File: config.mk
export PLATFORM = sky130hd
export DESIGN_NAME = cnt_cmd_driver
export DESIGN_NICKNAME = d
export VERILOG_FILES = /design/src/rtl/cnt_cmd_driver.sv
export SDC_FILE = /design/constraint.sdc
export NUM_CORES = 1
export LEC_CHECK = 0
export CORE_MARGIN = 2
export CORE_UTILIZATION = 30
export CTS_BUF_LIST = sky130_fd_sc_hd__clkbuf_8
export CTS_CLUSTER_DIAMETER = 40
export DETAILED_ROUTE_END_ITERATION = 12
export PLACE_DENSITY = 0.52
export SLEW_MARGIN = 20
export SYNTH_ARGS = -nofsm -noshare
export SYNTH_HDL_FRONTEND = slang
export SYNTH_SLANG_ARGS = --single-unit
File: constraint.sdc
create_clock -name clk -period 2.71 [get_ports clk]
set_clock_uncertainty 0.05 [all_clocks]
set_input_delay 0.542 -clock clk [delete_from_list [all_inputs] [get_ports clk]]
set_output_delay 0.542 -clock clk [all_outputs]
set_load 0.01 [all_outputs]
File: src/rtl/cnt_cmd_driver.sv
// cnt_cmd_driver: buffers LOAD/UP/DOWN/HOLD commands and sequences them onto a counter_ud
// control interface while modelling the expected count. Define CNT_CMD_DRIVER_CHECK_EN for the err checker.
module cnt_cmd_driver #(
    parameter int unsigned WIDTH = 4,
    parameter int unsigned DEPTH = 4
) (
    input  logic             clk,
    input  logic             rst,
    input  logic             cmd_valid,
    output logic             cmd_ready,
    input  logic [1:0]       cmd_op,
    input  logic [WIDTH-1:0] cmd_arg,
    output logic             cnt_rstn,
    output logic             cnt_load_en,
    output logic [WIDTH-1:0] cnt_load,
    output logic             cnt_down,
    input  logic [WIDTH-1:0] cnt_count,
    input  logic             cnt_rollover,
    output logic             busy,
    output logic             done,
    output logic [WIDTH-1:0] exp_count,
    output logic             err
);
    localparam int unsigned AW = $clog2(DEPTH);

    typedef enum logic [1:0] {
        OP_LOAD = 2'b00,
        OP_UP   = 2'b01,
        OP_DOWN = 2'b10,
        OP_HOLD = 2'b11
    } op_e;

    typedef enum logic {
        S_IDLE,
        S_EXEC
    } state_e;

    state_e           state_q, state_d;
    logic [WIDTH-1:0] steps_q, steps_d;
    op_e              op_q, op_d;
    logic [WIDTH-1:0] arg_q, arg_d;
    logic             pend_q, pend_d;

    logic             rstn_q;
    logic             load_en_q, load_en_d;
    logic [WIDTH-1:0] load_q, load_d;
    logic             down_q, down_d;
    logic [WIDTH-1:0] exp_q, exp_d;
    logic             done_q, done_d;

    logic [AW:0]      wr_ptr_q, wr_ptr_d, rd_ptr_q, rd_ptr_d;
    logic [WIDTH+1:0] fifo_mem_q [DEPTH];
    logic             full, empty, push, pop;
    op_e              head_op, sel_op;
    logic [WIDTH-1:0] head_arg, sel_arg;
    logic             start, last;

    function automatic logic [WIDTH-1:0] steps_for(input op_e op, input logic [WIDTH-1:0] arg);
        if (op == OP_LOAD || arg == '0) begin
            return WIDTH'(1);
        end
        return arg;
    endfunction

    // FIFO
    assign empty     = (wr_ptr_q == rd_ptr_q);
    assign full      = (wr_ptr_q[AW] != rd_ptr_q[AW]) && (wr_ptr_q[AW-1:0] == rd_ptr_q[AW-1:0]);
    assign cmd_ready = rstn_q & ~full;
    assign push      = cmd_valid & cmd_ready;
    assign head_op   = op_e'(fifo_mem_q[rd_ptr_q[AW-1:0]][WIDTH+1:WIDTH]);
    assign head_arg  = fifo_mem_q[rd_ptr_q[AW-1:0]][WIDTH-1:0];
    assign wr_ptr_d  = wr_ptr_q + (AW+1)'(push);
    assign rd_ptr_d  = rd_ptr_q + (AW+1)'(pop);

    always_ff @(posedge clk) begin
        if (push) begin
            fifo_mem_q[wr_ptr_q[AW-1:0]] <= {cmd_op, cmd_arg};
        end
    end

    // A command popped as EXEC finishes is parked in op_q/arg_q (pend_q) and started
    // after one hold cycle; an idle FSM starts straight from the FIFO head.
    assign sel_op  = (state_q == S_IDLE && !pend_q) ? head_op  : op_q;
    assign sel_arg = (state_q == S_IDLE && !pend_q) ? head_arg : arg_q;

    always_ff @(posedge clk or posedge rst) begin
        if (rst) begin
            state_q <= S_IDLE;
            steps_q <= '0;
            op_q    <= OP_HOLD;
            arg_q   <= '0;
            pend_q  <= 1'b0;
        end else begin
            state_q <= state_d;
            steps_q <= steps_d;
            op_q    <= op_d;
            arg_q   <= arg_d;
            pend_q  <= pend_d;
        end
    end

    always_comb begin
        state_d = state_q;
        steps_d = steps_q;
        op_d    = op_q;
        arg_d   = arg_q;
        pend_d  = pend_q;
        pop     = 1'b0;
        start   = 1'b0;
        last    = 1'b0;
        case (state_q)
            S_IDLE: begin
                if (pend_q || !empty) begin
                    start   = 1'b1;
                    pop     = !pend_q;
                    pend_d  = 1'b0;
                    op_d    = sel_op;
                    arg_d   = sel_arg;
                    steps_d = steps_for(sel_op, sel_arg);
                    state_d = S_EXEC;
                end
            end
            S_EXEC: begin
                if (steps_q == WIDTH'(1)) begin
                    last    = 1'b1;
                    state_d = S_IDLE;
                    if (!empty) begin
                        pop    = 1'b1;
                        pend_d = 1'b1;
                        op_d   = head_op;
                        arg_d  = head_arg;
                    end
                end else begin
                    steps_d = steps_q - WIDTH'(1);
                end
            end
            default: state_d = S_IDLE;
        endcase
    end

    always_comb begin
        if (!rstn_q) begin
            exp_d = '0;
        end else if (load_en_q) begin
            exp_d = load_q;
        end else if (down_q) begin
            exp_d = exp_q - WIDTH'(1);
        end else begin
            exp_d = exp_q + WIDTH'(1);
        end
    end

    // Default drive is a hold: reload the value the counter will have after this edge.
    always_comb begin
        load_en_d = 1'b1;
        load_d    = exp_d;
        down_d    = 1'b0;
        done_d    = last;
        if (start || (state_q == S_EXEC && !last)) begin
            case (sel_op)
                OP_LOAD: load_d = sel_arg;
                OP_UP:   load_en_d = (sel_arg == '0);
                OP_DOWN: begin
                    load_en_d = (sel_arg == '0);
                    down_d    = (sel_arg != '0);
                end
                default: ;
            endcase
        end
    end

    always_ff @(posedge clk or posedge rst) begin
        if (rst) begin
            rstn_q    <= 1'b0;
            load_en_q <= 1'b1;
            load_q    <= '0;
            down_q    <= 1'b0;
            exp_q     <= '0;
            done_q    <= 1'b0;
            wr_ptr_q  <= '0;
            rd_ptr_q  <= '0;
        end else begin
            rstn_q    <= 1'b1;
            load_en_q <= load_en_d;
            load_q    <= load_d;
            down_q    <= down_d;
            exp_q     <= exp_d;
            done_q    <= done_d;
            wr_ptr_q  <= wr_ptr_d;
            rd_ptr_q  <= rd_ptr_d;
        end
    end

`ifdef CNT_CMD_DRIVER_CHECK_EN
    logic err_q, err_d;

    always_comb begin
        err_d = err_q;
        if (rstn_q && ((cnt_count != exp_q) || (cnt_rollover != &exp_q))) begin
            err_d = 1'b1;
        end
    end

    always_ff @(posedge clk or posedge rst) begin
        if (rst) begin
            err_q <= 1'b0;
        end else begin
            err_q <= err_d;
        end
    end

    assign err = err_q;
`else
    logic unused_cnt_inputs;
    assign unused_cnt_inputs = ^{cnt_count, cnt_rollover};
    assign err = 1'b0;
`endif

    assign cnt_rstn    = rstn_q;
    assign cnt_load_en = load_en_q;
    assign cnt_load    = load_q;
    assign cnt_down    = down_q;
    assign busy        = !empty || (state_q == S_EXEC) || pend_q;
    assign done        = done_q;
    assign exp_count   = exp_q;

endmodule

==> results of run 1 <==
==> state kept, by name, summed over array words and instances (netlist names) <==
name and count:
rd_ptr_q 3, wr_ptr_q 3, cnt_down 1, arg_q 4, state_q 1, done 1
op_q 2, fifo_mem_q 24, exp_count 4, cnt_load_en 1, steps_q 4, pend_q 1
cnt_rstn 1, cnt_load 4
==> cells by family (layout without fill, tap and decap cells) <==
logic type,after synthesis,after routing,share of synthesized area
other cells,2,2,0.00284
fa+ha+maj,11,11,0.0550
flops,54,54,0.559
mux,30,30,0.152
buf+inv,20,49,0.0422
compound gates,24,24,0.0678
simple gates,36,36,0.0825
xor+xnor,10,10,0.0389
==> worst max-delay path: stages, from the launching register on <==
cell and delay [ns]:
dfrtp_2 0.51, xor2_2 0.24, nor3_4 0.28, nand2_1 0.09, clkdlybuf4s50_1 0.49
==> how the worst max path moves through the flow <==
stage | cells after the start | slack [ns] | start | to
after detailed placement | 5 | 0.27 | rd_ptr_q[0]$_DFF_PP0_ | cnt_load[0]$_DFF_PP0_
after floorplan | 6 | 0.59 | rd_ptr_q[0]$_DFF_PP0_ | cnt_load[0]$_DFF_PP0_
after global routing | 4 | 0.09 | rd_ptr_q[1]$_DFF_PP0_ | busy
after CTS | 4 | 0.01 | rd_ptr_q[0]$_DFF_PP0_ | busy
after global placement | 5 | 0.27 | rd_ptr_q[0]$_DFF_PP0_ | cnt_load[3]$_DFF_PP0_
final | 4 | 0.20 | rd_ptr_q[0]$_DFF_PP0_ | busy
==> report_power, final <==
part           internal, W  switching, W
Combinational     0.000759      0.000705
Clock             0.000194      0.000290
Sequential         0.00114      0.000253
Total              0.00209       0.00125
==> metal layers <==
metal  track usage  vias to the layer above
met1         0.133                      736
li1              -                      741
met5             0                        -
met2         0.172                       23
met3        0.0265                        4
met4        0.0288                        0
==> per-stage QoR <==
step	total power (W)	hold WS (ns)
after floorplan	0.00248	0.437
after global placement	0.00287	0.451
after detailed placement	0.00289	0.458
after CTS	0.00338	0.482
after global routing	0.00363	0.520
final	0.00334	0.476
==> area by class of cell <==
type,instances,area share
multi-input combinational,113,0.344
clock buffer,5,0.0223
tap,108,0.0438
timing repair buffer,28,0.0860
clock inverter,3,0.00933
sequential,54,0.479
inverter,13,0.0158
==> cell usage after synthesis (2+ instances only) <==
master / count / area [um2]
buf_6: 4 / 45.0
nor2_1: 7 / 26.3
a221oi_1: 2 / 17.5
mux2_1: 6 / 67.6
inv_1: 13 / 48.8
edfxtp_1: 24 / 721
and2_1: 4 / 25.0
mux2i_1: 15 / 150
nand2b_1: 2 / 12.5
conb_1: 2 / 7.51
a21o_1: 3 / 22.5
mux4_1: 4 / 105
xor2_2: 2 / 32.5
nand2_1: 6 / 22.5
buf_2: 2 / 10.0
xnor2_1: 3 / 26.3
dfrtp_1: 27 / 676
dfstp_2: 3 / 78.8
o21ai_0: 5 / 25.0
xor2_1: 5 / 43.8
a32oi_1: 2 / 17.5
nor2b_1: 2 / 12.5
nand4_1: 2 / 12.5
mux2_4: 3 / 45.0
and3_1: 2 / 12.5
ha_1: 10 / 125
nor3_1: 3 / 15.0
==> results.md, run 1 <==
* CP arrival at 1.92 ns
* Routed wl met3 at between 150 and 200 um
* Placed insts at 316
* Fin crit share at 0.926
* EDFF count, synth at 24
* Routed wl met2 at 2210 um
* Final nets at 240
* Status: finished clean
* Worst skew pair latency at 0.31 ns
* R2R Path Start: rd_ptr_q[0]$_DFF_PP0_
* Least-Margin Pin Slew at 0.521 ns
* Slew Limit Fails at 0
* Fmax at 0.398 GHz
* Post-route DRC at 0
* Drt total wl at 4580 um
* Detailed Routing Iterations Pass 1 at 4
* CP Capture Type: output pin
* Layout cell share with drive strength beyond 1 at 0.134
* Post CTS Setup Buffer Count at 0
* Place WS at 0.267 ns
* Slew HR at 0.653
* Post-route cell area at 3080 um2
* Longest Clk Path Bufs at 2
* Vias in the first global route at 1536
* Antenna Cells at 0
* Primary FF master, synth: dfrtp_1
* VDD IR-drop max at 0.361 mV
* Root Buffer: clkbuf_8
* Total CTS buffers at 5
* Congestion Overflow GR at 0
* FP Rows at 34
* Setup TNS at 0 ns
* Initial core utilization at 0.306
* Startpoint types: register
* P&R area growth vs syn at 16.8%
* RSZ-0062 raised after global routing: no
* Die width at just under 100 um
* Antenna-violating nets left at 0
* CTS tree: yes
* Multi-input logic area at roughly 1100 um2
* Worst hold path class: register to register
* Post-synthesis sequential area ratio at 0.559
* Crit Path Max Fanout at 8
* Maxcap violations at 0
* Core Util, Final at 0.357
* Vias per cell at 4.64
* R2R Path End: cnt_load[3]$_DFF_PP0_
* Initial drt markers at 30
* Syn Nets at 212
* Via count at 1504
* Final HPWL DP at 3400 um
* WS Path Type: register to output pin
* Leakage at 1.28 nW
* Mapped Cells at 187
* GRT Util Overall at 0.103
* Most frequent cells in the layout: dfrtp_1 (26), edfxtp_1 (24), clkdlybuf4s50_1 (22)
* # fillers at 858
* CP Data Required Time at 2.12 ns
* R2R depth at 5
* Fin worst setup slack at approximately 0.20 ns
* Yosys warns at 0
* Worst Hold End: arg_q[3]$_DFFE_PP0P_
* Routed len/inst at 14.1 um
* Final Hold Viols at 0
* CTS Hold Bufs at 0
* H-tree depth at 2
* Post-Route M1 WL at 2170 um
* Clk pin slew, worst setup/hold paths at 0.10 ns
* Power Density at roughly 1100 nW/um2
* Initial antenna violation count at 0
* Number of gates resized after cts at 0
* Top sig layer: met4
* Fin crit period at 2.51 ns
* Asr flop ratio synth at 0.556
* Reg area at 1480 um2
* Placer congestion estimate at 0.711
* Worst Hold Depth at 1
* Post-synth cell types at 51
* Most common cell after layout, fill and taps aside: dfrtp_1
* Mapped Area at 2640 um2
* Die ar. at 9570 um2
* First-pass GRT wire length at ~7800 um
* FF+latch count, synth at 54
* Mapped Avg Cell Area at 14.1 um2
* Pin count of the biggest net entering global routing at 31
* # setup viols final at 0
* Die H at just under 100 um
* Final std cells w/o fill at ~320
* Clk sinks at 54
* Dpl cell area at ~3000 um2
* Worst R2R Setup Slack at ~0.39 ns
* Hold Path Origin: arg_q[3]$_DFFE_PP0P_
* Core area at 8640 um2
* PortBufs at 22
* IO Count at 29
(Power assumes the default switching activity.)
==> run 2: changes to the inputs <==
--- a/config.mk
+++ b/config.mk
@@ -5,7 +5,7 @@
 export SDC_FILE = /design/constraint.sdc
 export NUM_CORES = 1
 export LEC_CHECK = 0
-export CORE_MARGIN = 2
+export CORE_MARGIN = 8
 export CORE_UTILIZATION = 30
 export CTS_BUF_LIST = sky130_fd_sc_hd__clkbuf_8
 export CTS_CLUSTER_DIAMETER = 40
==> results.md, run 2 (same netlist as run 1, synthesis figures left out) <==
* Total CTS buffers at 5
* RSZ-0062 raised after global routing: no
* Initial drt markers at 53
* Die H at 110 um
* Max reg flops at 24
* Status: finished clean
* Final nets at 240
* Congestion Overflow GR at 0
* PortBufs at 22
* Power Density at 1080 nW/um2
* Antenna-violating nets left at 0
* Initial antenna violation count at 0
* CP arrival at between 1.5 and 2 ns
* FP Rows at 34
* Slew HR at 0.646
* Initial core utilization at 0.306
* Setup TNS at 0 ns
* Die width at 110 um
* Startpoint types: register
* First-pass GRT wire length at 8250 um
* Worst skew pair latency at about 0.3 ns
* Antenna Cells at 0
* Post-route DRC at 0
* Post-Route M1 WL at 2260 um
* Fin crit period at 2.52 ns
* GRT Util Overall at 0.0881
* WS Path Type: register to output pin
* # setup viols final at 0
* Slowest CP cell: dfrtp_2
* Placer congestion estimate at 0.710
* Top sig layer: met4
* CP Data Required Time at 2.12 ns
* Overall power at 0.00331 W
* Detailed Routing Iterations Pass 1 at 4
* Clk sinks at between 50 and 60
* CP cell instances: xor2_2 > nor3_4 > nand2_1 > clkdlybuf4s50_1
* Routed wl met2 at 2450 um
* IO Count at 29
* Most frequent cells in the layout: dfrtp_1 (26), edfxtp_1 (24), clkdlybuf4s50_1 (22)
* H-tree depth at 2
* Routed wl met3 at 200 um
* Vias in the first global route at 1603
* Leakage at 1.27 nW
* Crit Path Max Fanout at 8
* Maxcap violations at 0
* Final HPWL DP at 3650 um
* Pin count of the biggest net entering global routing at 31
* Worst hold path class: register to register
* CTS tree: yes
* Vias per cell at 4.69
* Via count at 1520
* Most common cell after layout, fill and taps aside: dfrtp_1
* Root Buffer: clkbuf_8
* Layout cell share with drive strength beyond 1 at 0.130
* Slew Limit Fails at 0
* Clk pin slew, worst setup/hold paths at 0.09 ns
* Final Hold Viols at 0
* Longest Clk Path Bufs at 2
* Routed len/inst at 15.3 um
* Die ar. at 12100 um2
* Post CTS Setup Buffer Count at 0
* Core area at around 8600 um2
* Fin crit share at 0.930
* CP Capture Type: output pin
* VDD IR-drop max at 0.289 mV
* P&R area growth vs syn at 16.4%
* Fmax at 0.397 GHz
* Least-Margin Pin Slew at 0.531 ns
* Critical path's largest stage delay at slightly above 0.5 ns
* Drt total wl at 4950 um
## run 2: changes by cell type in the layout (fill, tap and decap cells not counted)
cell,previous run,this run
clkinv_4,1,0
inv_1,13,14
clkinvlp_4,0,2
inv_8,1,0
inv_6,1,0
## run 2: repair_timing
item | in CTS | in global routing
hold endpoints to repair | 0 | 0
hold buffers | 0 | 0
resized for setup | 1 | 1
endpoints found under the setup margin | 1 | 1
cloned | 0 | 0
## run 2: power by group
group	internal (W)	switching [W]	leakage, nW	total [W]
clock	0.000179	0.000254	0.0416	0.000432
combinational	0.000761	0.000722	0.651	0.00148
sequential	0.00114	0.000258	0.578	0.00140
total	0.00208	0.00123	1.27	0.00331
## run 2: path summary, 6_finish.rpt
path	from	slack [ns]	end	cells after the start
setup / recovery	rd_ptr_q[1]$_DFF_PP0_	0.19	busy	4
hold / removal	arg_q[3]$_DFFE_PP0P_	0.48	arg_q[3]$_DFFE_PP0P_	1
setup reg to reg	rd_ptr_q[0]$_DFF_PP0_	0.37	cnt_load[0]$_DFF_PP0_	5
hold reg to reg	arg_q[3]$_DFFE_PP0P_	0.48	arg_q[3]$_DFFE_PP0P_	1
max in group asynchronous	rst	1.71	op_q[0]$_DFFE_PP1P_	3
min in group asynchronous	rst	0.56	cnt_rstn$_DFF_PP0_	3
## run 2: area by class of cell
cell class | count | area (um2)
Fill cell | 853 | 5560
Sequential cell | 54 | 1480
Multi-Input combinational cell | 113 | 1060
Timing Repair Buffer | 28 | 265
Tap cell | 108 | 135
Clock buffer | 5 | 68.8
Inverter | 13 | 48.8
Clock inverter | 3 | 18.8
## run 2: critical path: cells and delay by family, from the launching register on
family	cells	cell delay (ns)
buffers and inverters	1	0.49
DFF	1	0.51
xor gates and xnor gates	1	0.24
and+or+nand+nor	2	0.39
## run 2: metrics by stage
stage	area, um2	util	setup WS [ns]	hold slack [ns]	cells
final	3070	0.356	0.189	0.476	324
after global routing	3070	0.356	0.0455	0.497	324
after floorplan	2640	-	0.585	0.437	187
after CTS	3070	0.356	0.0600	0.480	324
after global placement	2980	0.345	0.362	0.453	316
after detailed placement	2980	0.345	0.340	0.457	316
## run 2: layer usage
metal / vias up / GRT usage
met5: - / 0
met4: 0 / 0.0260
met3: 4 / 0.0211
met2: 25 / 0.151
met1: 760 / 0.107
li1: 731 / -
==> run 3: changes to the inputs <==
==> constraint.sdc (replaced) <==
create_clock -name clk -period 3.19 [get_ports clk]
set_clock_uncertainty 0.05 [all_clocks]
set_input_delay 0.638 -clock clk [delete_from_list [all_inputs] [get_ports clk]]
set_output_delay 0.638 -clock clk [all_outputs]
set_load 0.01 [all_outputs]
==> results.md, run 3 (same netlist as run 1, synthesis figures left out) <==
* CTS Hold Bufs at 0
* Final Hold Viols at 0
* Met1 usage in global routing at 0.104
* Setup TNS at 0 ns
* IO Count at 29
* Clk sinks at between 50 and 60
* Initial core utilization at 0.306
* FP Rows at 34
* Die ar. at 12100 um2
* Reg area at 1480 um2
* Worst hold path class: register to register
* RSZ-0062 raised after global routing: no
* Via count at ~1500
* Met2 usage at 0.141
* H-tree depth at 2
* GRT Util Overall at 0.0846
* Core area at 8640 um2
* Core Util, Final at 0.356
* Longest Clk Path Bufs at 2
* Fin worst setup slack at 0.374 ns
* Final HPWL DP at ~3500 um
* WHS at 0.478 ns
* Fin crit period at ~2.8 ns
* CTS tree: yes
* Crit Path Max Fanout at 11
* Total CTS buffers at 5
* Final nets at 237
* Placer congestion estimate at 0.705
* Vias in the first global route at around 1600
* Pin count of the biggest net entering global routing at 31
* PortBufs at 22
* Die width at 110 um
* Routed len/inst at ~15 um
* Multi-input logic area at 1050 um2
* Antenna-violating nets left at 0
* # fillers at approximately 840
* Layout cell share with drive strength beyond 1 at 0.117
* Most frequent cells in the layout: dfrtp_1 (27), edfxtp_1 (24), clkdlybuf4s50_1 (22)
* Critical path's largest stage delay at 0.71 ns
* Detailed Routing Iterations Pass 1 at 3
* VDD IR-drop max at 0.285 mV
* Slew Limit Fails at 0
* Met3 GRT Util at 0.0229
* Die H at 110 um
* Place WS at 0.586 ns
* Congestion Overflow GR at 0
* Layer with the highest usage: met2
* Slowest CP cell: dfrtp_1
* Post-route cell area at 3070 um2
* Worst skew pair latency at 0.31 ns
* Power Density at 932 nW/um2
* Initial drt markers at 40
* Max reg flops at 24
* Dpl cell area at 2960 um2
* Initial antenna violation count at 0
* Post CTS Setup Buffer Count at 0
* Leakage at 1.27 nW
* Fin crit share at 0.883
* Fmax at 0.355 GHz
* Clk pin slew, worst setup/hold paths at roughly 0.1 ns
* Most common cell after layout, fill and taps aside: dfrtp_1
* Slew HR at 0.574
* Maxcap violations at 0
* Number of gates resized after cts at 0
* CP cell instances: xor2_2 > nor3_2 > nand2_1 > clkdlybuf4s50_1
* P&R area growth vs syn at 16.4%
* Antenna Cells at 0
* First-pass GRT wire length at between 7000 and 8000 um
* CP Data Required Time at roughly 2.5 ns
* Status: finished clean
* Least-Margin Pin Slew at 0.637 ns
* Drt total wl at 4700 um
* CP arrival at 2.13 ns
* Post-route DRC at 0
* Vias per cell at 4.63
* CP Capture Type: output pin
* Root Buffer: clkbuf_8
* Startpoint types: register
* # setup viols final at 0
* WS Path Type: register to output pin
## run 3: cell count changes in the layout (fill, tap and decap cells not counted), sizes merged
cell      delta
buf          -3
bufinv       +1
clkinvlp     -1
## run 3: path summary, 6_finish.rpt
| check | start | endpoint | slack, ns | cells past startpoint |
|---|---|---|---|---|
| hold reg to reg | arg_q[2]$_DFFE_PP0P_ | arg_q[2]$_DFFE_PP0P_ | 0.48 | 1 |
| setup / recovery | rd_ptr_q[0]$_DFF_PP0_ | busy | 0.37 | 4 |
| min in group asynchronous | rst | cnt_rstn$_DFF_PP0_ | 0.64 | 3 |
| hold / removal | arg_q[2]$_DFFE_PP0P_ | arg_q[2]$_DFFE_PP0P_ | 0.48 | 1 |
| max in group asynchronous | rst | op_q[1]$_DFFE_PP1P_ | 2.13 | 3 |
| setup reg to reg | rd_ptr_q[0]$_DFF_PP0_ | cnt_load[0]$_DFF_PP0_ | 0.62 | 5 |
## run 3: critical path, delay by kind of cell (launching register included)
kind / cells / cell delay [ns]
flops: 1 / 0.71
buf+inv: 1 / 0.49
simple gates: 2 / 0.42
xor+xnor: 1 / 0.19
## run 3: report_power, final
group | switching [W] | internal, W | total [W]
clock network | 0.000234 | 0.000239 | 0.000473
registers | 0.000228 | 0.000964 | 0.00119
logic | 0.000572 | 0.000625 | 0.00120
## run 3: per-stage QoR
stage	power, W	instances
6_report	0.00286	321
5_1_grt	0.00310	321
4_1_cts	0.00292	321
3_5_place_dp	0.00244	313
3_3_place_gp	0.00241	313
2_1_floorplan	0.00211	187
## run 3: routing by layer
metal  vias to the layer above  share of wire
li1                        726              -
met1                       730           0.47
met2                        23           0.47
met3                         6          0.049
met4                         0          0.012
met5                         -              0
## run 3: area by class of cell
class	count	area share
timing repair buffer	25	0.0790
inverter	13	0.0159
clock buffer	5	0.0224
tap	108	0.0440
clock inverter	3	0.0159
sequential	54	0.480
multi-input combinational	113	0.343
